<file path="config.mk">
export PLATFORM = sky130hd
export DESIGN_NAME = dm_codec_pipeline
export DESIGN_NICKNAME = d
export VERILOG_FILES = /design/src/rtl/dm_codec_pkg.sv /design/src/rtl/dm_codec_pipeline_integrator.sv /design/src/rtl/dm_codec_pipeline.sv
export SDC_FILE = /design/constraint.sdc
export NUM_CORES = 1
export LEC_CHECK = 0
export CORE_MARGIN = 2
export CORE_UTILIZATION = 30
export DETAILED_ROUTE_END_ITERATION = 16
export PLACE_DENSITY = 0.57
export REMOVE_ABC_BUFFERS = 1
export SYNTH_ARGS = -nofsm -noshare
export SYNTH_HDL_FRONTEND = slang
export SYNTH_SLANG_ARGS = --single-unit
</file>
<file path="constraint.sdc">
create_clock -name CLK100MHZ -period 5 [get_ports CLK100MHZ]
set_clock_uncertainty 0.2 [all_clocks]
set_input_delay 1.5 -clock CLK100MHZ [delete_from_list [all_inputs] [get_ports CLK100MHZ]]
set_output_delay 1.5 -clock CLK100MHZ [all_outputs]
set_load 0.01 [all_outputs]
</file>
<file path="src/rtl/dm_codec_pkg.sv">
// Shared types and helpers for the delta-modulation codec pipeline.
// Holds the run FSM states and the saturating integrator arithmetic.
package dm_codec_pkg;

    typedef enum logic [1:0] {IDLE, READ, DRAIN, DONE} state_t;

    // Largest signed value representable in w bits
    function automatic int sat_max(input int w);
        return (1 << (w - 1)) - 1;
    endfunction

    // Smallest signed value representable in w bits
    function automatic int sat_min(input int w);
        return -(1 << (w - 1));
    endfunction

    // Averaging window length for a log2 window size
    function automatic int win(input int l2);
        return 1 << l2;
    endfunction

    // est +/- step, clamped to the signed w-bit range
    function automatic int sat_step(input int est, input int step,
                                    input logic up, input int w);
        int r;
        r = up ? est + step : est - step;
        if (r > sat_max(w))
            r = sat_max(w);
        else if (r < sat_min(w))
            r = sat_min(w);
        return r;
    endfunction

endpackage

</file>
<file path="src/rtl/dm_codec_pipeline_integrator.sv">
// Estimate/step integrator shared by encoder and decoder.
// Both sides run the same instance so their estimates track exactly.
module dm_integrator
    import dm_codec_pkg::*;
#(
    parameter int DATA_W   = 8,
    parameter int STEP     = 1,
    parameter int STEP_MAX = 16,
    parameter int ADAPTIVE = 0
) (
    input  logic                     CLK100MHZ,
    input  logic                     reset,
    input  logic                     clear,
    input  logic                     en,
    input  logic                     bit_in,
    output logic signed [DATA_W-1:0] est
);

    logic [31:0] step;
    logic [31:0] step_nxt;
    logic [1:0]  hist;
    logic [1:0]  hval;
    logic        same2;
    logic        flip;

    // Next step: grow on a run of three equal bits, shrink on a flip
    always_comb begin
        step_nxt = step;
        same2    = hval[1] && (bit_in == hist[0]) && (bit_in == hist[1]);
        flip     = hval[0] && (bit_in != hist[0]);
        if (ADAPTIVE != 0) begin
            if (same2)
                step_nxt = ((step << 1) > STEP_MAX) ? STEP_MAX : (step << 1);
            else if (flip)
                step_nxt = ((step >> 1) < STEP) ? STEP : (step >> 1);
        end
    end

    // Integrate with the current step, then adopt the updated step
    always_ff @(posedge CLK100MHZ or posedge reset) begin
        if (reset) begin
            est  <= '0;
            step <= STEP;
            hist <= '0;
            hval <= '0;
        end else if (clear) begin
            est  <= '0;
            step <= STEP;
            hist <= '0;
            hval <= '0;
        end else if (en) begin
            est  <= DATA_W'(sat_step(int'(est), int'(step), bit_in, DATA_W));
            step <= step_nxt;
            hist <= {hist[0], bit_in};
            hval <= {hval[0], 1'b1};
        end
    end

endmodule

</file>
<file path="src/rtl/dm_codec_pipeline.sv">
// Delta-modulation run pipeline: fetch, encode, decode, moving average.
// A start/busy/done controller reads N_SAMPLES words then drains.
module dm_codec_pipeline
    import dm_codec_pkg::*;
#(
    parameter int DATA_W    = 8,
    parameter int ADDR_W    = 8,
    parameter int N_SAMPLES = 256,
    parameter int STEP      = 1,
    parameter int STEP_MAX  = 16,
    parameter int ADAPTIVE  = 0,
    parameter int AVG_LOG2  = 2
) (
    input  logic                     CLK100MHZ,
    input  logic                     reset,
    input  logic                     start,
    output logic                     mem_en,
    output logic [ADDR_W-1:0]        mem_addr,
    input  logic signed [DATA_W-1:0] mem_data,
    output logic                     enc_bit,
    output logic                     enc_valid,
    output logic signed [DATA_W-1:0] filtered,
    output logic                     filt_valid,
    output logic                     busy,
    output logic                     done
);

    localparam logic [ADDR_W-1:0] LAST = ADDR_W'(N_SAMPLES - 1);
    localparam int WIN = win(AVG_LOG2);
    localparam int SW  = DATA_W + AVG_LOG2;

    state_t                  state;
    logic                    rd_v;
    logic                    dec_valid;
    logic                    clear;
    logic                    cmp;
    logic signed [DATA_W-1:0] enc_est;
    logic signed [DATA_W-1:0] dec_est;
    logic signed [DATA_W-1:0] hist [WIN];
    logic signed [SW-1:0]     sum;
    logic signed [SW-1:0]     sum_nxt;

    assign clear = (state == IDLE) && start;
    assign cmp   = mem_data > enc_est;

    // Run controller: issue N_SAMPLES reads, drain, pulse done
    always_ff @(posedge CLK100MHZ or posedge reset) begin
        if (reset) begin
            state    <= IDLE;
            mem_en   <= 1'b0;
            mem_addr <= '0;
            busy     <= 1'b0;
            done     <= 1'b0;
        end else begin
            done <= 1'b0;
            unique case (state)
                IDLE: begin
                    if (start) begin
                        state    <= READ;
                        mem_en   <= 1'b1;
                        mem_addr <= '0;
                        busy     <= 1'b1;
                    end
                end
                READ: begin
                    if (mem_addr == LAST) begin
                        mem_en <= 1'b0;
                        state  <= DRAIN;
                    end else begin
                        mem_addr <= mem_addr + ADDR_W'(1);
                    end
                end
                DRAIN: begin
                    if (dec_valid && !enc_valid) begin
                        state <= DONE;
                        done  <= 1'b1;
                        busy  <= 1'b0;
                    end
                end
                DONE: begin
                    state    <= IDLE;
                    mem_addr <= '0;
                end
                default: state <= IDLE;
            endcase
        end
    end

    // Valid strobes follow each read through the four stages
    always_ff @(posedge CLK100MHZ or posedge reset) begin
        if (reset) begin
            rd_v       <= 1'b0;
            enc_valid  <= 1'b0;
            dec_valid  <= 1'b0;
            filt_valid <= 1'b0;
            enc_bit    <= 1'b0;
        end else begin
            rd_v       <= mem_en;
            enc_valid  <= rd_v;
            dec_valid  <= enc_valid;
            filt_valid <= dec_valid;
            if (rd_v)
                enc_bit <= cmp;
        end
    end

    dm_integrator #(
        .DATA_W  (DATA_W),
        .STEP    (STEP),
        .STEP_MAX(STEP_MAX),
        .ADAPTIVE(ADAPTIVE)
    ) u_enc (
        .CLK100MHZ(CLK100MHZ),
        .reset    (reset),
        .clear    (clear),
        .en       (rd_v),
        .bit_in   (cmp),
        .est      (enc_est)
    );

    dm_integrator #(
        .DATA_W  (DATA_W),
        .STEP    (STEP),
        .STEP_MAX(STEP_MAX),
        .ADAPTIVE(ADAPTIVE)
    ) u_dec (
        .CLK100MHZ(CLK100MHZ),
        .reset    (reset),
        .clear    (clear),
        .en       (enc_valid),
        .bit_in   (enc_bit),
        .est      (dec_est)
    );

    assign sum_nxt = sum + SW'(dec_est) - SW'(hist[WIN-1]);

    // Running-sum moving average over the last WIN decoded samples
    always_ff @(posedge CLK100MHZ or posedge reset) begin
        if (reset) begin
            sum      <= '0;
            filtered <= '0;
            for (int i = 0; i < WIN; i++)
                hist[i] <= '0;
        end else if (clear) begin
            sum      <= '0;
            filtered <= '0;
            for (int i = 0; i < WIN; i++)
                hist[i] <= '0;
        end else if (dec_valid) begin
            hist[0] <= dec_est;
            for (int i = 1; i < WIN; i++)
                hist[i] <= hist[i-1];
            sum      <= sum_nxt;
            filtered <= DATA_W'(sum_nxt >>> AVG_LOG2);
        end
    end

endmodule

</file>
After elaboration in Yosys (flattened, before gate mapping) --
Index checks and enable logic that the tools add are counted.
Cells by class: $add $sub $neg 7, $lt $le $gt $ge 5, equality and inequality tests 8, mux-type cells 30, reduce and logical (&&, ||, !) cells 14
Operator list (count):
- $mux 32 | 4
- $mux 8 | 12
- $gt 32x8->1 const B | 2
- $lt 32x8->1 const B | 2
- $pmux 8 s3 | 1
- $mux 10 | 2
- $add 8x2->9 const B | 2
- $sub 8x2->9 const B | 2
- $reduce_and 3->1 | 4
- $add 10x8->10 | 1
- $reduce_bool 2->1 | 5
- $sub 10x8->10 | 1
- $add 8x1->8 const B | 1
- $eq 8x8->1 const B | 1
- $gt 8x8->1 | 1
- $ne 2x2->1 const B | 4
- $pmux 2 s4 | 1
- $mux 2 | 3
- $mux 1 | 5
- $eq 2x2->1 const B | 2
- $pmux 1 s2 | 2
- $reduce_bool 3->1 | 1
- $eq 2x1->1 const B | 1
- $logic_and 1x1->1 | 2
- other kinds (2) | 2
Word-level totals: flip-flop bits (word level) 84, input bits 11, output and inout bits 22, logic and storage cells 82

Depth between registers and ports, before layout --
Gate-level depths: netlist of the first run.
depth in word-level cells 7, depth in mapped cells 15, mapped depth without buffers 15

Hierarchy --
From an unflattened synthesis of the first run, not the netlist that was laid out.
Second synthesis, totals: cell total of the unflattened synthesis 537, area, all modules 5071.1 µm²
By module, submodules not included:
- dm_codec_pipeline | instances 1, cells an instance 353, area an instance 3483.3 µm², sequential area each 1501.4 µm²
- dm_integrator at u_enc | instances 1, cells an instance 92, area an instance 803.3 µm², sequential area each 200.2 µm²
- dm_integrator at u_dec | instances 1, cells an instance 92, area an instance 784.5 µm², sequential area each 200.2 µm²

Worst setup path before layout of the first run --
OpenSTA, ideal clock, no wires.
path kind in2reg, from in mem_data[1], to reg u_enc.est[0], setup time 0.077 ns, arrival time 4.600 ns, data required time 4.723 ns, slack 0.123 ns, stages 13, buffers on the path 0, path through ha_1 -> nor2b_1 -> o21a_1 -> o21ai_0 -> a21oi_1 -> a41oi_1 -> ha_1 -> a21oi_1 -> o22ai_1 -> o41a_2 -> xnor2_2 -> maj3_1 -> a21oi_1
Between the ends: cells in the longest elaborated chain, start to end 7, elaborated cells on any way between the ends 8, classes of those cells order compare: 3; mux: 5
Ends and longest elaborated chain:
- start: declaration | RTL line dm_codec_pipeline.sv:19 | input logic signed [DATA_W-1:0] mem_data,
- $gt 8x8->1 * | RTL line dm_codec_pipeline.sv:44 | assign cmp = mem_data > enc_est;
- $mux 32 * | RTL line dm_codec_pkg.sv:26 | r = up ? est + step : est - step;
- $lt 32x8->1 | RTL line dm_codec_pkg.sv:29 | else if (r < sat_min(w))
- $mux 8 | RTL line dm_codec_pkg.sv:29
- $mux 8 * | RTL line dm_codec_pkg.sv:27 | if (r > sat_max(w))
- $mux 8 * | RTL line dm_codec_pipeline_integrator.sv:51 | end else if (en) begin
- $mux 8 * | RTL line dm_codec_pipeline_integrator.sv:46 | end else if (clear) begin
- end signal: assignment | RTL line dm_codec_pipeline_integrator.sv:52 | est <= DATA_W'(sat_step(int'(est), int'(step), bit_in, DATA_W));
- end: declaration | RTL line dm_codec_pipeline_integrator.sv:16 | output logic signed [DATA_W-1:0] est
Every way passes the cells marked *; elsewhere a longest branch is shown, timed or not. The select of a mux whose other input is x is not followed. A chain may end at the register's enable or synchronous reset.

Worst setup path in the final report of the first run --
from in mem_data[6], to reg u_enc.est[0]
Same word-level chain as after synthesis.

==> results of run 1 <==
## critical path: stages
cell and delay (ns):
clkdlybuf4s50_1 0.41, ha_1 0.30, and4_1 0.21, nand4_1 0.13, o211ai_1 0.11, o21ai_0 0.11
a41oi_1 0.17, buf_4 0.19, ha_1 0.27, a21oi_1 0.19, o22ai_1 0.12, o41a_2 0.42
xnor2_2 0.20, maj3_1 0.37, a21oi_1 0.14
## flip-flops by register name, indices dropped and copies added (netlist names), 2 cells and up
signal and cells:
hist 32, filtered 8, mem_addr 8, u_dec.est 8
u_enc.est 8, state 2, sum 2
## cell usage after synthesis (2+ instances only)
cell	n
mux2i_1	39
fa_1	11
nor4bb_1	2
buf_4	8
a211oi_1	8
dfrtp_1	76
nand2_1	21
clkbuf_1	14
and3b_1	2
maj3_1	8
mux2_2	3
a21oi_1	21
buf_1	2
inv_1	53
xor2_1	12
o211ai_1	4
o41ai_1	2
o21ai_0	26
a22o_1	3
nor3_1	11
o21a_1	3
nor2_1	67
maj3_2	2
xnor2_1	10
a211oi_2	3
a21o_1	5
nand3_1	7
a31oi_1	5
nor2b_1	4
nand2b_1	5
o22ai_1	4
nand4_1	2
ha_1	37
o21bai_1	2
buf_2	2
o31ai_1	2
## cell families after synthesis
family / after synthesis / synth area share (%)
adder cells (fa/ha/maj): 58 / 16.0
buffers and inverters: 79 / 6.70
multiplexers: 42 / 8.63
AO/OA/AOI/OAI: 100 / 13.6
XOR/XNOR: 24 / 4.58
flip-flops: 76 / 38.7
AND/OR/NAND/NOR: 127 / 11.8
## through the flow
stage,util (%),setup WS [ns],hold slack (ns)
5_1_grt,36.5,-0.0202,0.270
3_3_place_gp,34.4,-0.0193,0.227
6_report,36.5,0.203,0.242
3_5_place_dp,34.4,-0.165,0.234
4_1_cts,36.3,0.181,0.247
2_1_floorplan,-,0.123,0.254
## area by class of cell
| cell class | count | area share, % |
|---|---|---|
| clock inverter | 4 | 0.839 |
| sequential | 76 | 32.7 |
| tap | 216 | 4.65 |
| timing repair buffer | 48 | 7.57 |
| clock buffer | 11 | 4.35 |
| inverter | 53 | 3.44 |
| multi-input combinational | 351 | 46.4 |
## layer usage
layer / share of wire [%] / up-vias / global-route usage (%)
li1: - / 1800 / -
met1: 49 / 1769 / 15.9
met2: 48 / 32 / 19.7
met3: 2.2 / 15 / 2.15
met4: 1.8 / 0 / 5.13
met5: 0 / - / 0
## path summary, 6_finish.rpt
| path | startpoint | end | slack, ns | cells past startpoint |
|---|---|---|---|---|
| setup reg to reg | u_enc.est[6]$_DFFE_PP0P_ | u_enc.est[0]$_DFFE_PP0P_ | 1.35 | 15 |
| min in group asynchronous | reset | done$_DFF_PP0_ | 1.23 | 2 |
| hold reg to reg | mem_en$_DFFE_PP0P_ | rd_v$_DFF_PP0_ | 0.24 | 0 |
| setup / recovery | mem_data[6] | u_enc.est[0]$_DFFE_PP0P_ | 0.20 | 15 |
| max in group asynchronous | reset | u_enc.est[4]$_DFFE_PP0P_ | 2.67 | 3 |
| hold / removal | mem_en$_DFFE_PP0P_ | rd_v$_DFF_PP0_ | 0.24 | 0 |
## repair_timing
action                                  4_1_cts  5_1_grt
resized for setup                             0        4
endpoints found under the setup margin        0        7
setup buffers                                 0        2
==> metrics.md, run 1 <==
| Metric | Value |
|---|---|
| Largest net degree at the start of global routing | 47 |
| First-pass GRT wire length | around 17000 um |
| Synthesized instance count | 506 |
| Die height | 132 um |
| Initial Util | between 30% and 40% |
| Fin crit period | about 4.8 ns |
| Ys Warns | 0 |
| Core Rows | 46 |
| Most frequent cells in the layout | 75 x dfrtp_1, 67 x nor2_1, 52 x inv_1 |
| Post-synthesis async set-or-reset flop share | 100% |
| CTS tree | done |
| Clk_lat worst skew | 0.34 ns |
| Worst EP required | 5.06 ns |
| Area growth syn-to-layout | 18.3% |
| Ports | 33 |
| Number of enable flip-flop cells after synthesis | 0 |
| Nets | 598 |
| Initial antenna violation count | 0 |
| Fmax | roughly 210 MHz |
| Setup TNS | 0 ns |
| Vias in the first global route | 3629 |
| Hold Buf Count CTS | 0 |
| # fillers | 1603 |
| #FFs+latches synth | 76 |
| Via count | 3616 |
| Die footprint | 17400 um^2 |
| DRT antenna net count | 0 |
| TritonCTS buffer count | 9 |
| Register area | between 1500 and 2000 um^2 |
| Relative slew margins | 48.1% |
| GRT overflow | 0 |
| Tot GR Track Use | 12.1% |
| Largest cells by area after synthesis | dfrtp_1 39%, ha_1 9.4%, mux2i_1 7.9% |
| Outcome | finished clean |
| Worst EP arrival | 4.85 ns |
| Slew @ Worst Pin | between 0.7 and 0.8 ns |
| Crit. End Element | flop |
| Unique masters post-synth | 56 |
| ANT cells | 0 |
| Post-synth top area cell | dfrtp_1 |
| DR pass1 iterations | 4 |
| CTS Sinks | 76 |
| Routed wire length per instance | 13.3 um |
| Iter 0 DRT Violations | 125 |
| Vias per inst | between 4 and 5 |
| Mean post-synth cell area | 9.71 um^2 |
| Fin area | ~5800 um^2 |
| Most common cell after layout, fill and taps aside | dfrtp_1 |
| IO Port Bufs | 32 |
| Post-synthesis sequential area ratio | roughly two fifths |
| Gpl congestion | roughly 0.84 |
| Hold Vio Cnt, Final | 0 |
| Hpwl dp | 7300 um |
| Total Wirelength | 10100 um |
| Final Non-Filler Cells | 759 |
| Placed insts | 742 |
| Fraction of layout cells with a size suffix above 1 | 9.76% |
| Max-cap violations | 0 |
| # DRC | 0 |
| Number of H-tree levels | 3 |
| Area of the multi-input gates | 2700 um^2 |
| Max Transition Viols Final | 0 |
| Core Area | 15900 um^2 |
| Share of the synthesized area in the top cell type | approximately 39% |
| Fin crit share | a little over nine tenths |
| Max FO, Critical Path | 7 |
| Die Span X | about 130 um |
| Startpoint types | primary input |
| HP Class | reg -> reg |
| CTS clk-pin slew, worst paths | 0.06 ns |
| WS Path Type | in -> reg |
| Final Setup Violations | 0 |
| Ys flop type | dfrtp_1 |
| Clock buffer depth | 2 |
| Placed cell areas | 5480 um^2 |
| CTS Root Cell | clkbuf_16 |
| Synth Cell Area | 4910 um^2 |
Power of run 1 is not shown: default switching activity piles up to over one toggle a cycle in this logic, so the estimate is an artifact.
==> inputs of run 2 (changes only) <==
==> constraint.sdc (replaced) <==
create_clock -name CLK100MHZ -period 5 [get_ports CLK100MHZ]
set_clock_uncertainty 0.2 [all_clocks]
set_input_delay 1.5 -clock CLK100MHZ [delete_from_list [all_inputs] [get_ports CLK100MHZ]]
set_output_delay 1.5 -clock CLK100MHZ [all_outputs]
set_load 0.1 [all_outputs]
==> run 2 against run 1 <==
Net effect:
- maximum frequency hardly changed
- sequential share of layout area is 0.13 points higher
- largest cell class unchanged
- final cell count stayed put
- die area stayed put
- non-clock buffer count is 1 lower
- final area is 0.39% lower
- critical path depth stayed put
- hold slack better by 0.011 ns
- critical endpoint unchanged
- register-to-register slack worse by 0.03 ns
==> metrics.md, run 2 (same netlist as run 1, synthesis figures left out) <==
| Metric | Value |
|---|---|
| HP Class | reg -> reg |
| Initial Util | 30.8% (unchanged) |
| Most common cell after layout, fill and taps aside | dfrtp_1 |
| Fin area | 5790 um^2 (-0.39%) |
| Slew @ Worst Pin | 0.987 ns (+0.215 ns) |
| Max Transition Viols Final | 0 (unchanged) |
| Iter 0 DRT Violations | 220 (+76%) |
| WS Path Type | in -> reg |
| Tot GR Track Use | 12.2% (+0.14 points) |
| Fmax | 208 MHz (about the same) |
| Placed cell areas | 5480 um^2 (about the same) |
| Ports | 33 (unchanged) |
| TritonCTS buffer count | 9 (unchanged) |
| Core Rows | 46 (unchanged) |
| # fillers | 1594 (-0.56%) |
| # DRC | 0 (unchanged) |
| Most frequent cells in the layout | 75 x dfrtp_1, 67 x nor2_1, 52 x inv_1 |
| Startpoint types | primary input |
| Total Wirelength | 10100 um (about the same) |
| Relative slew margins | 34.0% (-14 points) |
| Die Span X | 132 um (unchanged) |
| Max FO, Critical Path | 7 (unchanged) |
| Worst EP arrival | 4.86 ns (about the same) |
| Clock buffer depth | 2 (unchanged) |
| ANT cells | 0 (unchanged) |
| DRT antenna net count | 0 (unchanged) |
| Number of H-tree levels | 3 (unchanged) |
| Largest Register | hist |
| Core Area | 15900 um^2 (unchanged) |
| Nets | 597 (-0.17%) |
| Crit. End Element | flop |
| Routed wire length per instance | 13.3 um (about the same) |
| CTS Root Cell | clkbuf_16 |
| Worst Hold Depth | 0 (unchanged) |
| Hpwl dp | 7410 um (+1.4%) |
| GRT overflow | 0 (unchanged) |
| Fin crit period | 4.80 ns (+0.00214 ns) |
| Vias in the first global route | 3683 (+1.5%) |
| Vias per inst | 4.74 (-0.44%) |
| CTS Sinks | 76 (unchanged) |
| Fin crit share | 96.0% (about the same) |
| Clk_lat worst skew | 0.34 ns (about the same) |
| Hold Vio Cnt, Final | 0 (unchanged) |
| Max-cap violations | 0 (unchanged) |
| Die height | 132 um (unchanged) |
| Final Setup Violations | 0 (unchanged) |
| Max reg flops | 32 (unchanged) |
| Worst EP required | 5.06 ns (about the same) |
| CTS tree | done |
| Largest net degree at the start of global routing | 47 (unchanged) |
| Initial antenna violation count | 0 (unchanged) |
| DR pass1 iterations | 4 (unchanged) |
| Via count | 3600 (-0.44%) |
| CTS clk-pin slew, worst paths | 0.06 ns (about the same) |
| Reg2Reg Depth | 15 (unchanged) |
| IO Port Bufs | 32 (unchanged) |
| Fraction of layout cells with a size suffix above 1 | 9.76% (unchanged) |
| Area growth syn-to-layout | 17.8% |
| First-pass GRT wire length | 17400 um (+0.32%) |
| Gpl congestion | 0.838 (about the same) |
| Outcome | finished clean |
| Die footprint | 17400 um^2 (unchanged) |
run 2: changes by cell type in the layout (fill, tap and decap cells not counted):
cell / previous run / this run
clkinv_2: 3 / 4
clkinvlp_4: 0 / 1
a21oi_2: 2 / 3
clkdlybuf4s50_1: 32 / 31
clkinv_4: 1 / 0
o21ai_0: 25 / 26
a21oi_1: 19 / 18
clkbuf_1: 0 / 2
clkbuf_8: 2 / 0
o21ai_1: 2 / 1
run 2: metrics by stage:
stage               setup slack (ns)  instances  utilization, %  setup TNS (ns)  hold slack [ns]
finish                         0.201        759            36.3               0            0.253
global route                 -0.0129        759            36.3         -0.0129            0.273
CTS                            0.180        758            36.2               0            0.249
detailed placement            -0.180        742            34.4          -0.981            0.235
global placement             -0.0193        742            34.4         -0.0329            0.227
floorplan                      0.123        480               -               0            0.278
run 2: metal layers:
| layer | track usage [%] | routed length, um | vias up |
|---|---|---|---|
| met2 | 20.1 | 4860 | 42 |
| li1 | - | - | 1796 |
| met1 | 15.4 | 4730 | 1750 |
| met4 | 6.34 | 225 | 0 |
| met3 | 2.15 | 309 | 12 |
| met5 | 0 | 0 | - |
run 2: timing repair:
item                                    in CTS  in global routing
setup buffers                                0                  1
resized for setup                            0                  4
hold endpoints to repair                     0                  0
endpoints found under the setup margin       0                  7
hold buffers                                 0                  0
run 2: area by class of cell:
class	count	area, um^2	share of cell area [%]
Sequential cell	76	1900	32.9
Timing Repair Buffer	47	430	7.43
Clock inverter	5	52.6	0.907
Tap cell	216	270	4.67
Multi-Input combinational cell	351	2700	46.7
Clock buffer	11	233	4.02
Inverter	53	200	3.46
run 2: worst paths after layout:
path | from | endpoint | slack (ns)
worst max-delay path | mem_data[1] | u_enc.est[0]$_DFFE_PP0P_ | 0.20
worst min-delay path | mem_en$_DFFE_PP0P_ | rd_v$_DFF_PP0_ | 0.25
worst max register to register | u_enc.est[1]$_DFFE_PP0P_ | u_enc.est[0]$_DFFE_PP0P_ | 1.32
worst min register to register | mem_en$_DFFE_PP0P_ | rd_v$_DFF_PP0_ | 0.25
max in group asynchronous | reset | u_dec.est[5]$_DFFE_PP0P_ | 2.67
min in group asynchronous | reset | mem_addr[0]$_DFFE_PP0P_ | 1.23
run 2: worst max-delay path, cell delays in order:
cell and delay [ns]:
clkdlybuf4s50_1 0.42, ha_1 0.32, nor2b_1 0.14, o21a_1 0.16
o21ai_0 0.14, a21oi_1 0.09, a41oi_1 0.21, buf_4 0.18
ha_1 0.25, a21oi_2 0.19, o22ai_1 0.13, o41a_2 0.42
xnor2_2 0.20, maj3_1 0.37, a21oi_1 0.15
Power of run 2 is left out for the same reason.
